$ cat config.mk
export PLATFORM = sky130hd
export DESIGN_NAME = quad_encoder_gen
export DESIGN_NICKNAME = d
export VERILOG_FILES = /design/src/rtl/quad_encoder_gen.sv
export SDC_FILE = /design/constraint.sdc
export NUM_CORES = 1
export LEC_CHECK = 0
export CAP_MARGIN = 0
export CELL_PAD_IN_SITES_DETAIL_PLACEMENT = 2
export CELL_PAD_IN_SITES_GLOBAL_PLACEMENT = 2
export CORE_UTILIZATION = 36
export DETAILED_ROUTE_END_ITERATION = 6
export GPL_TIMING_DRIVEN = 1
export HOLD_SLACK_MARGIN = 0.03
export PLACE_DENSITY = 0.89
export SETUP_SLACK_MARGIN = 0.5
export SLEW_MARGIN = 10
export SYNTH_ARGS = -nofsm -noshare
export SYNTH_HDL_FRONTEND = slang
export SYNTH_SLANG_ARGS = --single-unit
export TNS_END_PERCENT = 100
$ cat constraint.sdc
create_clock -name clk -period 8.2 [get_ports clk]
set_input_delay 1.64 -clock clk [delete_from_list [all_inputs] [get_ports clk]]
set_output_delay 1.64 -clock clk [all_outputs]
set_load 0.01 [all_outputs]
$ cat src/rtl/quad_encoder_gen.sv
`default_nettype none
// ============================================================================
//  Module   : quad_encoder_gen
//  Purpose  : Quadrature encoder emulator. Emits a commanded number of A/B
//             edges at a programmable rate, with an index pulse (Z) once per
//             revolution of CPR edges, and tracks a 16-bit edge position.
//  Revision : 1.0  initial release
// ============================================================================
module quad_encoder_gen #(
  parameter int CPR = 1024
) (
  input  logic        clk,
  input  logic        reset,
  input  logic        cmd_valid,
  output logic        cmd_ready,
  input  logic [15:0] cmd_steps,
  input  logic        cmd_dir,
  input  logic [15:0] period,
  input  logic        abort,
  output logic        outA,
  output logic        outB,
  output logic        outZ,
  output logic [15:0] position,
  output logic        busy,
  output logic        done
);

  // Width of the within-revolution counter; CPR=4 still needs two bits.
  localparam int              c_RW      = (CPR > 2) ? $clog2(CPR) : 1;
  localparam logic [c_RW-1:0] c_REV_MAX = c_RW'(CPR - 1);

  typedef enum logic [0:0] {
    S_IDLE = 1'b0,
    S_RUN  = 1'b1
  } state_t;

  state_t          r_state;
  state_t          w_state_next;

  logic [15:0]     r_pos;
  logic [c_RW-1:0] r_rev_pos;
  logic [15:0]     r_remaining;
  logic [15:0]     r_timer;
  logic [15:0]     r_reload;
  logic            r_dir;
  logic            r_out_a;
  logic            r_out_b;
  logic            r_out_z;
  logic            r_done;

  logic            w_accept;
  logic            w_step;
  logic            w_last;
  logic [15:0]     w_pos_next;
  logic [c_RW-1:0] w_rev_next;
  logic [15:0]     w_reload;

  // Next-state logic and the per-cycle step decode shared with the datapath.
  always_comb begin
    w_state_next = r_state;
    w_accept     = (r_state == S_IDLE) && cmd_valid;
    // Abort masks the step so a coincident final edge is never emitted.
    w_step       = (r_state == S_RUN) && !abort && (r_timer == 16'd0);
    w_last       = w_step && (r_remaining == 16'd1);
    w_pos_next   = r_dir ? (r_pos - 16'd1) : (r_pos + 16'd1);
    if (r_dir) begin
      w_rev_next = (r_rev_pos == '0) ? c_REV_MAX : (r_rev_pos - c_RW'(1));
    end else begin
      w_rev_next = (r_rev_pos == c_REV_MAX) ? '0 : (r_rev_pos + c_RW'(1));
    end
    // A period of 0 behaves as 1: one edge every clock.
    w_reload     = (period == 16'd0) ? 16'd0 : (period - 16'd1);

    case (r_state)
      S_IDLE: begin
        if (w_accept && (cmd_steps != 16'd0)) begin
          w_state_next = S_RUN;
        end
      end
      S_RUN: begin
        if (abort || w_last) begin
          w_state_next = S_IDLE;
        end
      end
      default: w_state_next = S_IDLE;
    endcase
  end

  // State register.
  always_ff @(posedge clk) begin
    if (reset) begin
      r_state <= S_IDLE;
    end else begin
      r_state <= w_state_next;
    end
  end

  // Move datapath: command latch, edge timer, position and registered pins.
  always_ff @(posedge clk) begin
    if (reset) begin
      r_pos       <= 16'd0;
      r_rev_pos   <= '0;
      r_remaining <= 16'd0;
      r_timer     <= 16'd0;
      r_reload    <= 16'd0;
      r_dir       <= 1'b0;
      r_out_a     <= 1'b0;
      r_out_b     <= 1'b0;
      r_out_z     <= 1'b1;
      r_done      <= 1'b0;
    end else begin
      r_done <= 1'b0;
      if (w_accept) begin
        if (cmd_steps == 16'd0) begin
          // Empty move: completes immediately without touching the pins.
          r_done <= 1'b1;
        end else begin
          r_remaining <= cmd_steps;
          r_dir       <= cmd_dir;
          r_timer     <= w_reload;
          r_reload    <= w_reload;
        end
      end else if ((r_state == S_RUN) && !abort) begin
        if (r_timer != 16'd0) begin
          r_timer <= r_timer - 16'd1;
        end else begin
          r_pos       <= w_pos_next;
          r_rev_pos   <= w_rev_next;
          // Gray mapping 0->00, 1->10, 2->11, 3->01 (A,B).
          r_out_a     <= w_pos_next[1] ^ w_pos_next[0];
          r_out_b     <= w_pos_next[1];
          r_out_z     <= (w_rev_next == '0);
          r_timer     <= r_reload;
          r_remaining <= r_remaining - 16'd1;
          if (w_last) begin
            r_done <= 1'b1;
          end
        end
      end
    end
  end

  assign cmd_ready = (r_state == S_IDLE);
  assign busy      = (r_state == S_RUN);
  assign outA      = r_out_a;
  assign outB      = r_out_b;
  assign outZ      = r_out_z;
  assign position  = r_pos;
  assign done      = r_done;

endmodule
`default_nettype wire
== Word-level counts from Yosys, hierarchy flattened ==
Cells that the tools add are included.
Operators by class
  bitwise logic cells: 5
  mux-type cells: 21
  reductions and logical operators: 19
  equality and inequality tests: 4
  $add $sub $neg: 7
Operators by type and width (count)
  two-way mux 16 bit: 10
  subtractor 16 x 1 -> 16 bit, second input constant: 4
  logical NOT 16 bit: 3
  nonzero test 16 bit: 2
  two-way mux 10 bit: 3
  logical NOT 10 bit: 2
  adder 16 x 1 -> 16 bit, second input constant: 1
  equality test 16 x 1 -> 1 bit, second input constant: 1
  adder 10 x 1 -> 10 bit, second input constant: 1
  equality test 10 bit, second input constant: 1
  subtractor 10 x 1 -> 10 bit, second input constant: 1
  two-way mux 1 bit: 7
  AND reduction 3 bit: 2
  logical AND 1 bit: 5
  inequality test 2 bit, second input constant: 2
  NOT 1 bit: 4
  AND reduction 2 bit: 2
  one-hot mux 1 bit (2 select lines): 1
  nonzero test 2 bit: 1
  logical NOT 1 bit: 1
  logical OR 1 bit: 1
  XOR 1 bit: 1
Storage, ports and cells
  bits in registers: 80
  output and inout port bits: 22
  logic and storage cells: 67

== Depth between registers and ports, before layout ==
Gate-level depths: netlist (run 1).
  depth in word-level cells: 8
  gate-level depth with buffers: 10

== Worst setup path after synthesis (run 1) ==
Ideal clock, no wire load.
  path kind: input to register
  from: input period[13]
  to: register r_timer[10]
  buffers on the path: 1
  path slack: 4853 ps
  arrival: 3215 ps
  stages on the path: 7
  path through: or4_4 > or3b_1 > nor2_1 > buf_4 > nor2_1 > a211oi_1 > nor3_1
On the way
  longest elaborated chain between the ends: 4
RTL lines
  start: declaration: RTL line 18  | input logic [15:0] period,
  logical NOT 16 bit: RTL line 72  | w_reload = (period == 16'd0) ? 16'd0 : (period - 16'd1);
  two-way mux 16 bit: RTL line 72
  two-way mux 16 bit: RTL line 114  | if (cmd_steps == 16'd0) begin
  two-way mux 16 bit: RTL line 113  | if (w_accept) begin
  end signal: assignment: RTL line 120  | r_timer <= w_reload;
  end signal: assignment: RTL line 125  | r_timer <= r_timer - 16'd1;
  end signal: assignment: RTL line 133  | r_timer <= r_reload;
  end: declaration: RTL line 43  | logic [15:0] r_timer;
Every way passes these cells. The select of a mux whose other input is x is not followed.
A chain may end at the register's enable or synchronous reset.

== Worst setup path in the final report (run 1) ==
  from: input abort
  to: register r_remaining[14]
On the way
  longest elaborated chain between the ends: 4
RTL lines
  start: declaration: RTL line 19  | input logic abort,
  logical NOT 1 bit: RTL line 123  | end else if ((r_state == S_RUN) && !abort) begin
  logical AND 1 bit: RTL line 123
  nonzero test 2 bit (no source line)
  AND reduction 3 bit (no source line)
  end signal: assignment: RTL line 118  | r_remaining <= cmd_steps;
  end signal: assignment: RTL line 134  | r_remaining <= r_remaining - 16'd1;
  end: declaration: RTL line 42  | logic [15:0] r_remaining;
Every way passes these cells.

==> results of run 1 <==
-- registers in the layout, summed over array words and instances, names as in the netlist --
register and flops:
busy 1, r_reload 16, r_dir 1, r_rev_pos 10
outZ 1, position 16, done 1, r_remaining 16
r_timer 16, outA 1
-- cell families after synthesis --
group	share of synthesized area (%)
muxes	2.65
and+or+nand+nor	28.9
buffers and inverters	4.67
adders and majority gates	5.48
xor gates and xnor gates	5.37
AOI/OAI and AO/OA	23.5
DFF	29.4
-- layout by cell type, fill, tap and decap left out, types with 16 or more instances in the layout --
cell	netlist	routed
sky130_fd_sc_hd__o21ai_0	47	47
sky130_fd_sc_hd__dfxtp_1	79	79
sky130_fd_sc_hd__nand3_1	19	19
sky130_fd_sc_hd__nand2_1	59	59
sky130_fd_sc_hd__nor4_1	16	16
sky130_fd_sc_hd__clkdlybuf4s50_1	0	57
sky130_fd_sc_hd__a211oi_1	29	29
sky130_fd_sc_hd__xnor2_1	21	21
sky130_fd_sc_hd__a21oi_1	52	52
sky130_fd_sc_hd__ha_1	22	22
sky130_fd_sc_hd__inv_1	19	19
sky130_fd_sc_hd__nor3_1	36	35
sky130_fd_sc_hd__nor2_1	98	98
-- worst max-delay path: stages --
cell	delay (ns)
sky130_fd_sc_hd__clkdlybuf4s50_1	0.45
sky130_fd_sc_hd__nor2_1	0.16
sky130_fd_sc_hd__nand3_1	0.72
sky130_fd_sc_hd__nand2b_1	0.91
sky130_fd_sc_hd__nand2_1	0.19
sky130_fd_sc_hd__or2_2	0.34
sky130_fd_sc_hd__a21oi_1	0.12
-- final cells by class --
class	instances	area share (%)
multi-input combinational	571	55.8
timing repair buffer	64	9.69
inverter	20	1.17
clock buffer	13	4.06
sequential	79	24.7
clock inverter	3	1.02
tap	184	3.59
-- power groups by stage --
stage	clock, mW	combinational (mW)	sequential [mW]
floorplan	0	0.178	0.436
global placement	0	0.246	0.439
detailed placement	0	0.265	0.442
CTS	0.462	0.270	0.434
global route	0.477	0.294	0.438
finish	0.454	0.268	0.435
-- how the worst min path moves through the flow --
| stage | from | to |
|---|---|---|
| 3_3_place_gp | outZ | outZ |
| 4_1_cts | position[4] | position[4] |
| 3_5_place_dp | position[6] | position[6] |
| 5_1_grt | outZ | outZ |
| 2_1_floorplan | r_remaining[11] | r_remaining[11] |
| 6_report | position[6] | position[6] |
-- per-layer routing --
metal | vias to the layer above | share of wire, %
li1 | 2672 | -
met1 | 2836 | 43
met2 | 91 | 52
met3 | 30 | 3.3
met4 | 0 | 1.9
met5 | - | 0
==> reports/results.md, run 1 <==
* power spent charging and discharging nets: 0.358 mW
* Ys Warns: 0
* worst-case setup margin in the final layout: 3.96 ns
* die width: 124 µm
* pre-CTS setup slack: 3.54 ns
* pin count of the biggest net entering global routing: 79
* Final #Nets: 805
* area share of the leading cell type in the synthesized netlist: 29.4%
* placed cell areas: 6080 µm²
* RSZ-0062 raised after global routing: no
* cells resized by post-CTS repair: 0
* Storage cell area: 1580 µm²
* proportion of power drawn by the clock network: 39.3%
* total overflow reported by the global router: 0
* post-detailed-route wirelength per cell: 20.4 µm
* max-capacitance violation count: 0
* quantity of hold-fixing buffers added after cts: 0
* Comb power frac: 23.2%
* area growth from synthesis to layout: 18.9%
* met1 usage: 28.7%
* number of synthesized register bits: 79
* initial DRC count: 334
* critical path capture point: r_remaining[14]
* Inserted Diodes: 0
* overall fraction of global-route tracks in use: 25.0%
* sequential cell area fraction in the yosys report: 29.4%
* ratio of cells with drive above 1 in the final layout: 5.87%
* internal power of the cells: 0.798 mW
* worst hold path depth: 2
* Final setup violation count: 0
* Die Footprint: 15,500 µm²
* global-route wire length before repair: 31,500 µm
* pins over their slew limit: 0
* drt drc: 0
* largest fanout on the critical path: 22
* number of buffers inserted by post-CTS setup repair: 0
* cell with the most instances after synthesis: sky130_fd_sc_hd__nor2_1
* Post-Syn Instances: 711
* maximum VDD drop: 0.106 mV
* number of cells on the worst reg-to-reg path: 7
* endpoint of the worst register-to-register path: r_remaining[14]
* number of flops mapped to enable cells by yosys: 0
* final hold violation count: 0
* via density per instance: 6.03
* total power consumption of the routed design: 1.16 mW
* Total Neg Setup Slack: 0 ns
* sequential share of power: 37.6%
* most used flip-flop cell after synthesis: sky130_fd_sc_hd__dfxtp_1
* proportion of synthesized flip-flops having asynchronous set or reset: 0%
* final clock period utilization by the worst path: 51.8%
* post-detailed-placement half-perimeter wirelength: 13,400 µm
* number of buffers created by CTS: 9
* Final Non-Filler Cells: 934
* count of H-tree levels built during CTS: 3
* input/output buffers: 58
* die boundary height: 124 µm
* met3 layer usage reported by global route: 4.55%
* outcome: finished, final reports clean
* Worst Hold Margin: 0.481 ns
* final weighted congestion in routability-driven placement: 0.821
* standby leakage power: 2.39 nW
* cell count after placement: 918
* remaining antenna violation count after routing: 0
* number of antenna violations at the first check in global routing: 0
* number of global-route vias before repair: 6,090
* power density over the cells: 181 nW/µm²
* Clock Skew: 0.00999 ns
* kind of end point of the critical path: flip-flop
* aggregate routed wire length: 19,100 µm
* clock transition time at the flip-flop clock pins of the worst setup and hold paths: 0.06 ns
* post-layout min period: 4.24 ns
* number of search-and-repair iterations in the first detailed-routing pass: 5
* Sw Ratio: 31.0%
* r2r startpoint: r_timer[2]
* Worst R2R Setup Slack: 4.63 ns
* startpoint of the worst setup timing path: abort
* total number of clock tree sinks: 79
* clock root buffer: sky130_fd_sc_hd__clkbuf_16
* FILL cells: 1,669
* critical path launch point type: input pin
* top-level I/O count: 59
* transition at the pin with the smallest max-transition slack: 1.18 ns
* commonest cells in the netlist: sky130_fd_sc_hd__nor2_1 (98), sky130_fd_sc_hd__dfxtp_1 (79), sky130_fd_sc_hd__nand2_1 (59), sky130_fd_sc_hd__a21oi_1 (52), sky130_fd_sc_hd__o21ai_0 (47)
* type of the worst setup path: input pin to flip-flop
* placement row count: 44
* clock tree from TritonCTS: done
* Worst EP required: 8.48 ns
* Unique masters post-synth: 77
* worst slew slack as a fraction of its limit: 21.1%
* starting utilization of the core area: 36.9%
* synthesized area: 5390 µm²
* class of the tightest hold or removal check: flip-flop to flip-flop
* per-instance average area after synthesis: 7.58 µm²
* total non-filler cell area in the finished layout: 6410 µm²
* most utilized layer in the global route result: met2
* standard cell core area: 14,600 µm²
* ranking of synthesized cells by area: sky130_fd_sc_hd__dfxtp_1 (29%), sky130_fd_sc_hd__nor2_1 (6.8%), sky130_fd_sc_hd__ha_1 (5.1%)
* final design utilization: 43.9%
* highest clock frequency the design can meet: 236 MHz
* Max Buffers Root-to-Sink: 2
* area used by multi-input combinational logic: 3570 µm²
* via count: 5,629
* clock latency on the worst-skew pair: 0.35 ns
* Post-Synthesis Net Count: 771
* critical path arrival: 4.52 ns
* global routing met2 resource utilization: 46.3%
* leading area contributor after synthesis: sky130_fd_sc_hd__dfxtp_1
Power figures use the tool's default switching activity.
==> run 2, diff against run 1 <==
--- a/config.mk
+++ b/config.mk
@@ -8,11 +8,11 @@
 export CAP_MARGIN = 0
 export CELL_PAD_IN_SITES_DETAIL_PLACEMENT = 2
 export CELL_PAD_IN_SITES_GLOBAL_PLACEMENT = 2
-export CORE_UTILIZATION = 36
+export CORE_UTILIZATION = 33
 export DETAILED_ROUTE_END_ITERATION = 6
 export GPL_TIMING_DRIVEN = 1
 export HOLD_SLACK_MARGIN = 0.03
-export PLACE_DENSITY = 0.89
+export PLACE_DENSITY = 0.83
 export SETUP_SLACK_MARGIN = 0.5
 export SLEW_MARGIN = 10
 export SYNTH_ARGS = -nofsm -noshare
==> constraint.sdc (replaced) <==
create_clock -name clk -period 4.4 [get_ports clk]
set_input_delay 0.88 -clock clk [delete_from_list [all_inputs] [get_ports clk]]
set_output_delay 0.88 -clock clk [all_outputs]
set_load 0.01 [all_outputs]
==> run 2 against run 1 <==
  * Non-clock buffer count grew 2
  * Clock skew shrank 0.0018 ns
  * Worst setup slack lost 3.1 ns
==> reports/results.md, run 2 (synthesized netlist as in run 1, its figures left out) <==
* r2r startpoint: r_dir
* pin count of the biggest net entering global routing: 51, -35%
* kind of end point of the critical path: flip-flop
* sequential share of power: 38.9%, +1.3 points
* final weighted congestion in routability-driven placement: 0.804, -2.1%
* most common cell after layout, fill and taps aside: sky130_fd_sc_hd__nor2_1
* hold path startpoint: outZ
* die width: 130 µm, +4.4%
* placed cell areas: 6140 µm², +0.91%
* internal power of the cells: 1.41 mW, +77%
* critical path launch point type: flip-flop
* area growth from synthesis to layout: 19.5%
* post-detailed-placement half-perimeter wirelength: 13,600 µm, +1.8%
* RSZ-0062 raised after global routing: no
* number of antenna violations at the first check in global routing: 0, unchanged
* max-capacitance violation count: 0, unchanged
* remaining antenna violation count after routing: 0, unchanged
* Final setup violation count: 0, unchanged
* overall fraction of global-route tracks in use: 23.3%, -1.6 points
* Inserted Diodes: 0, unchanged
* die boundary height: 130 µm, +4.4%
* clock tree from TritonCTS: done
* highest clock frequency the design can meet: 281 MHz
* critical path arrival: 3.86 ns, -0.66 ns
* post-layout min period: 3.56 ns
* total non-filler cell area in the finished layout: 6430 µm², +0.45%
* FILL cells: 1,854, +11%
* number of cells on the worst reg-to-reg path: 9, +2
* Max Buffers Root-to-Sink: 2, unchanged
* total overflow reported by the global router: 0, unchanged
* final design utilization: 40.5%, -3.4 points
* Worst R2R Setup Slack: 0.84 ns, -3.79 ns
* top-level I/O count: 59, unchanged
* via density per instance: 5.77, -4.2%
* largest fanout on the critical path: 17, -23%
* endpoint of the worst register-to-register path: position[14]
* number of global-route vias before repair: 5,960, -2.1%
* global-route wire length before repair: 30,700 µm, -2.5%
* total number of clock tree sinks: 79, unchanged
* maximum VDD drop: 0.212 mV, +100%
* final hold violation count: 0, unchanged
* number of buffers inserted by post-CTS setup repair: 0, unchanged
* post-detailed-route wirelength per cell: 19.5 µm, -4.6%
* Sw Ratio: 32.5%, +1.5 points
* clock latency on the worst-skew pair: 0.35 ns, about the same
* via count: 5,588, -0.73%
* starting utilization of the core area: 33.9%, -3.0 points
* initial DRC count: 262, -22%
* quantity of hold-fixing buffers added after cts: 0, unchanged
* transition at the pin with the smallest max-transition slack: 1.12 ns, -0.0626 ns
* clock transition time at the flip-flop clock pins of the worst setup and hold paths: 0.07 ns, about the same
* Hold EP: outZ
* power density over the cells: 325 nW/µm², +80%
* Die Footprint: 16,800 µm², +8.9%
* pins over their slew limit: 0, unchanged
* proportion of power drawn by the clock network: 37.5%, -1.8 points
* standard cell core area: 15,900 µm², +8.9%
* class of the tightest hold or removal check: flip-flop to flip-flop
* Final #Nets: 807, +0.25%
* input/output buffers: 58, unchanged
* aggregate routed wire length: 18,900 µm, -1.1%
* placement row count: 46, +4.5%
* count of H-tree levels built during CTS: 3, unchanged
* outcome: finished, final reports clean
* worst slew slack as a fraction of its limit: 25.3%, +4.2 points
* type of the worst setup path: flip-flop to flip-flop
* worst hold path depth: 1, -1
* Worst EP required: 4.70 ns, -3.78 ns
* Comb power frac: 23.6%, +0.4 points
* commonest non-fill, non-tap cells in the layout: sky130_fd_sc_hd__nor2_1 (98), sky130_fd_sc_hd__dfxtp_1 (79), sky130_fd_sc_hd__nand2_1 (59), sky130_fd_sc_hd__clkdlybuf4s50_1 (57), sky130_fd_sc_hd__a21oi_1 (52)
* power spent charging and discharging nets: 0.681 mW, +90%
* number of buffers created by CTS: 9, unchanged
* standby leakage power: 2.38 nW, -0.30%
* number of search-and-repair iterations in the first detailed-routing pass: 4, -1
* final clock period utilization by the worst path: 80.9%
* Total Neg Setup Slack: 0 ns, unchanged
* Clock Skew: 0.00820 ns, -0.00179 ns
* ratio of cells with drive above 1 in the final layout: 6.38%, +0.52 points
* drt drc: 0, unchanged
* clock root buffer: sky130_fd_sc_hd__clkbuf_16
* cells resized by post-CTS repair: 0, unchanged
run 2: changes by cell type in the layout (fill, tap and decap cells not counted):
cell and change:
sky130_fd_sc_hd__buf_4 +2, sky130_fd_sc_hd__bufinv_16 -1, sky130_fd_sc_hd__clkbuf_1 -2, sky130_fd_sc_hd__clkbuf_8 -1
sky130_fd_sc_hd__clkinv_2 +2, sky130_fd_sc_hd__clkinvlp_4 +2
run 2: area by class of cell:
| cell class | count | area (µm²) | share of cell area (%) |
|---|---|---|---|
| clock buffer | 10 | 239 | 3.71 |
| multi-input combinational | 571 | 3570 | 55.5 |
| tap | 216 | 270 | 4.20 |
| inverter | 20 | 75.1 | 1.17 |
| timing repair buffer | 66 | 636 | 9.88 |
| sequential | 79 | 1580 | 24.6 |
| clock inverter | 6 | 60.1 | 0.933 |
run 2: per-stage QoR:
step                      total power, mW  setup WS, ns  instances  hold slack [ns]
final                                2.09         0.839        968            0.473
after global routing                 2.20         0.611        968            0.497
after CTS                            2.11         0.817        968            0.475
after detailed placement             1.32         0.589        952            0.461
after global placement               1.28         0.824        952            0.449
after floorplan                      1.14          1.64        711            0.444
run 2: critical path: stages, from the launching register on:
cell and delay [ns]:
sky130_fd_sc_hd__dfxtp_1 0.79, sky130_fd_sc_hd__inv_1 0.18, sky130_fd_sc_hd__fa_1 0.48, sky130_fd_sc_hd__nor2b_1 0.15, sky130_fd_sc_hd__o21ai_0 0.17, sky130_fd_sc_hd__a2111oi_0 0.60
sky130_fd_sc_hd__o21ai_0 0.32, sky130_fd_sc_hd__o21ai_0 0.33, sky130_fd_sc_hd__nor4b_1 0.31, sky130_fd_sc_hd__a311o_1 0.17
run 2: worst max path at each step:
stage	from	end	slack [ns]	cells after the start
after floorplan	r_dir	position[15]	1.64	8
after global placement	period[12]	r_timer[3]	0.82	7
after detailed placement	period[12]	r_timer[10]	0.59	7
after CTS	r_dir	position[14]	0.82	9
after global routing	r_dir	position[14]	0.61	9
final	r_dir	position[14]	0.84	9
run 2: power groups by stage:
| stage | logic, mW | registers, mW | clock network (mW) |
|---|---|---|---|
| 2_1_floorplan | 0.332 | 0.812 | 0 |
| 3_3_place_gp | 0.458 | 0.822 | 0 |
| 3_5_place_dp | 0.492 | 0.828 | 0 |
| 4_1_cts | 0.498 | 0.812 | 0.799 |
| 5_1_grt | 0.545 | 0.819 | 0.831 |
| 6_report | 0.494 | 0.813 | 0.786 |
run 2: metal layers:
metal	up-vias	GRT usage, %	share of wire (%)
met5	-	0	0
met1	2807	28.2	46
met3	32	2.91	1.8
li1	2669	-	-
met2	80	41.6	50
met4	0	9.85	2.4
==> run 3, diff against run 2 <==
--- a/config.mk
+++ b/config.mk
@@ -8,11 +8,11 @@
 export CAP_MARGIN = 0
 export CELL_PAD_IN_SITES_DETAIL_PLACEMENT = 2
 export CELL_PAD_IN_SITES_GLOBAL_PLACEMENT = 2
-export CORE_UTILIZATION = 33
+export CORE_UTILIZATION = 30
 export DETAILED_ROUTE_END_ITERATION = 6
 export GPL_TIMING_DRIVEN = 1
 export HOLD_SLACK_MARGIN = 0.03
-export PLACE_DENSITY = 0.83
+export PLACE_DENSITY = 0.8
 export SETUP_SLACK_MARGIN = 0.5
 export SLEW_MARGIN = 10
 export SYNTH_ARGS = -nofsm -noshare
==> constraint.sdc (replaced) <==
create_clock -name clk -period 3.1 [get_ports clk]
set_input_delay 0.62 -clock clk [delete_from_list [all_inputs] [get_ports clk]]
set_output_delay 0.62 -clock clk [all_outputs]
set_load 0.01 [all_outputs]
==> run 3 against run 2 <==
  * Cell area rose by 9.8%
  * Clock power is 68% higher
  * Combinational power increased by 51%
==> reports/results.md, run 3 (synthesized netlist as in run 1, its figures left out) <==
* count of H-tree levels built during CTS: 3, unchanged
* number of buffers created by CTS: 9, unchanged
* FILL cells: 1,986, +7.1%
* Clock Skew: 0.0100 ns, +0.00183 ns
* post-detailed-route wirelength per cell: 20.2 µm, +3.6%
* Max Buffers Root-to-Sink: 2, unchanged
* critical path launch point type: flip-flop
* cell count after placement: 975, +2.4%
* final clock period utilization by the worst path: 83.7%, +2.7 points
* Inserted Diodes: 0, unchanged
* clock latency on the worst-skew pair: 0.35 ns, about the same
* kind of end point of the critical path: flip-flop
* max-capacitance violation count: 0, unchanged
* die width: 136 µm, +4.8%
* met3 layer usage reported by global route: 2.50%, -0.41 points
* placement row count: 48, +4.3%
* global-route wire length before repair: 32,300 µm, +5.2%
* global routing met2 resource utilization: 41.9%, +0.27 points
* clock tree from TritonCTS: done
* post-detailed-placement half-perimeter wirelength: 13,400 µm, -1.2%
* Worst R2R Setup Slack: 0.51 ns, -0.33 ns
* power density over the cells: 456 nW/µm², +40%
* total number of clock tree sinks: 79, unchanged
* drt drc: 0, unchanged
* post-layout min period: 2.59 ns, -0.968 ns
* pin count of the biggest net entering global routing: 45, -12%
* number of search-and-repair iterations in the first detailed-routing pass: 4, unchanged
* quantity of hold-fixing buffers added after cts: 0, unchanged
* number of global-route vias before repair: 6,247, +4.8%
* transition at the pin with the smallest max-transition slack: 0.709 ns, -0.409 ns
* worst slew slack as a fraction of its limit: 52.3%, +27 points
* highest clock frequency the design can meet: 386 MHz, +37%
* ratio of cells with drive above 1 in the final layout: 16.5%, +10 points
* critical path arrival: 2.83 ns, -1.03 ns
* die boundary height: 136 µm, +4.8%
* clock root buffer: sky130_fd_sc_hd__clkbuf_16
* Total Neg Setup Slack: 0 ns, unchanged
* final design utilization: 40.6%, +0.059 points
* class of the tightest hold or removal check: flip-flop to flip-flop
* outcome: finished, final reports clean
* overall fraction of global-route tracks in use: 22.4%, -0.96 points
* Worst EP required: 3.34 ns, -1.36 ns
* final hold violation count: 0, unchanged
* via count: 5,766, +3.2%
* most utilized layer in the global route result: met2
* Final Non-Filler Cells: 1,009, +4.2%
* total overflow reported by the global router: 0, unchanged
* pins over their slew limit: 0, unchanged
* final weighted congestion in routability-driven placement: 0.875, +8.9%
* initial DRC count: 239, -8.8%
* Die Footprint: 18,500 µm², +9.8%
* input/output buffers: 58, unchanged
* Final setup violation count: 0, unchanged
* largest fanout on the critical path: 8, -9
* standby leakage power: 2.64 nW, +11%
* area growth from synthesis to layout: 31.2%
* standard cell core area: 17,400 µm², +9.6%
* aggregate routed wire length: 20,400 µm, +8.0%
* type of the worst setup path: flip-flop to flip-flop
* via density per instance: 5.71, -1.0%
* Final #Nets: 839, +4.0%
* maximum VDD drop: 0.254 mV, +20%
* top-level I/O count: 59, unchanged
* number of antenna violations at the first check in global routing: 0, unchanged
* commonest non-fill, non-tap cells in the layout: sky130_fd_sc_hd__nor2_1 (97), sky130_fd_sc_hd__dfxtp_1 (76), sky130_fd_sc_hd__nand2_1 (58), sky130_fd_sc_hd__clkdlybuf4s50_1 (55), sky130_fd_sc_hd__a21oi_1 (50)
* most common cell after layout, fill and taps aside: sky130_fd_sc_hd__nor2_1
* clock transition time at the flip-flop clock pins of the worst setup and hold paths: 0.07 ns, about the same
* remaining antenna violation count after routing: 0, unchanged
* met1 usage: 25.7%, -2.5 points
* RSZ-0062 raised after global routing: yes
* starting utilization of the core area: 30.9%, -3.0 points
-- run 3: changes by cell type in the layout (fill, tap and decap cells not counted), moves of 5 or more --
cell and delta:
sky130_fd_sc_hd__a211oi_1 -5, sky130_fd_sc_hd__a211oi_2 +5, sky130_fd_sc_hd__buf_4 +30, sky130_fd_sc_hd__ha_1 -8
sky130_fd_sc_hd__ha_4 +6, sky130_fd_sc_hd__nor3_1 -5, sky130_fd_sc_hd__nor4_1 -5, sky130_fd_sc_hd__nor4_2 +5
-- run 3: cell type report --
| type | count | area [µm²] | area share, % |
|---|---|---|---|
| multi-input combinational | 571 | 3860 | 54.7 |
| clock inverter | 4 | 98.8 | 1.40 |
| clock buffer | 12 | 267 | 3.77 |
| timing repair buffer | 98 | 892 | 12.6 |
| tap | 225 | 282 | 3.98 |
| sequential | 79 | 1590 | 22.5 |
| inverter | 20 | 75.1 | 1.06 |
-- run 3: per-layer routing --
| metal | vias up | routed length (µm) | part of all wire (%) |
|---|---|---|---|
| met4 | 0 | 494 | 2.4 |
| met2 | 101 | 10700 | 52 |
| met3 | 36 | 448 | 2.2 |
| li1 | 2752 | - | - |
| met5 | - | 0 | 0 |
| met1 | 2877 | 8780 | 43 |
-- run 3: repair_timing --
action                                  4_1_cts  5_1_grt
cloned                                        0        1
endpoints found under the setup margin       22       29
resized for setup                            26       42
pin swaps                                     8       10
setup buffers                                 7       10
-- run 3: worst max-delay path, cell delays in order (launching register included) --
cell and delay, ns:
sky130_fd_sc_hd__dfxtp_4 0.45, sky130_fd_sc_hd__buf_4 0.16, sky130_fd_sc_hd__ha_2 0.30, sky130_fd_sc_hd__o21ai_0 0.43, sky130_fd_sc_hd__a2111oi_4 0.11, sky130_fd_sc_hd__buf_4 0.18, sky130_fd_sc_hd__o21ai_2 0.24, sky130_fd_sc_hd__o21ai_2 0.11
sky130_fd_sc_hd__nor4b_2 0.17, sky130_fd_sc_hd__a311o_1 0.32
-- run 3: final timing paths --
kind / startpoint / end / cells after the start
setup / recovery: r_dir / position[14] / 9
hold / removal: position[11] / position[11] / 2
setup reg to reg: r_dir / position[14] / 9
hold reg to reg: position[11] / position[11] / 2
-- run 3: power breakdown --
group	internal [mW]	total, mW	switching, mW
Clock	0.857	1.32	0.461
Sequential	1.08	1.15	0.0755
Combinational	0.312	0.748	0.436
-- run 3: per-stage QoR --
step | hold slack [ns] | worst slack (ns) | total power, mW | cell area [µm²]
final | 0.476 | 0.506 | 3.22 | 7070
after global routing | 0.508 | 0.445 | 3.37 | 7070
after CTS | 0.484 | 0.455 | 3.23 | 6800
after detailed placement | 0.470 | 0.0141 | 1.87 | 6250
after global placement | 0.454 | 0.152 | 1.83 | 6250
after floorplan | 0.444 | 0.527 | 1.62 | 5390
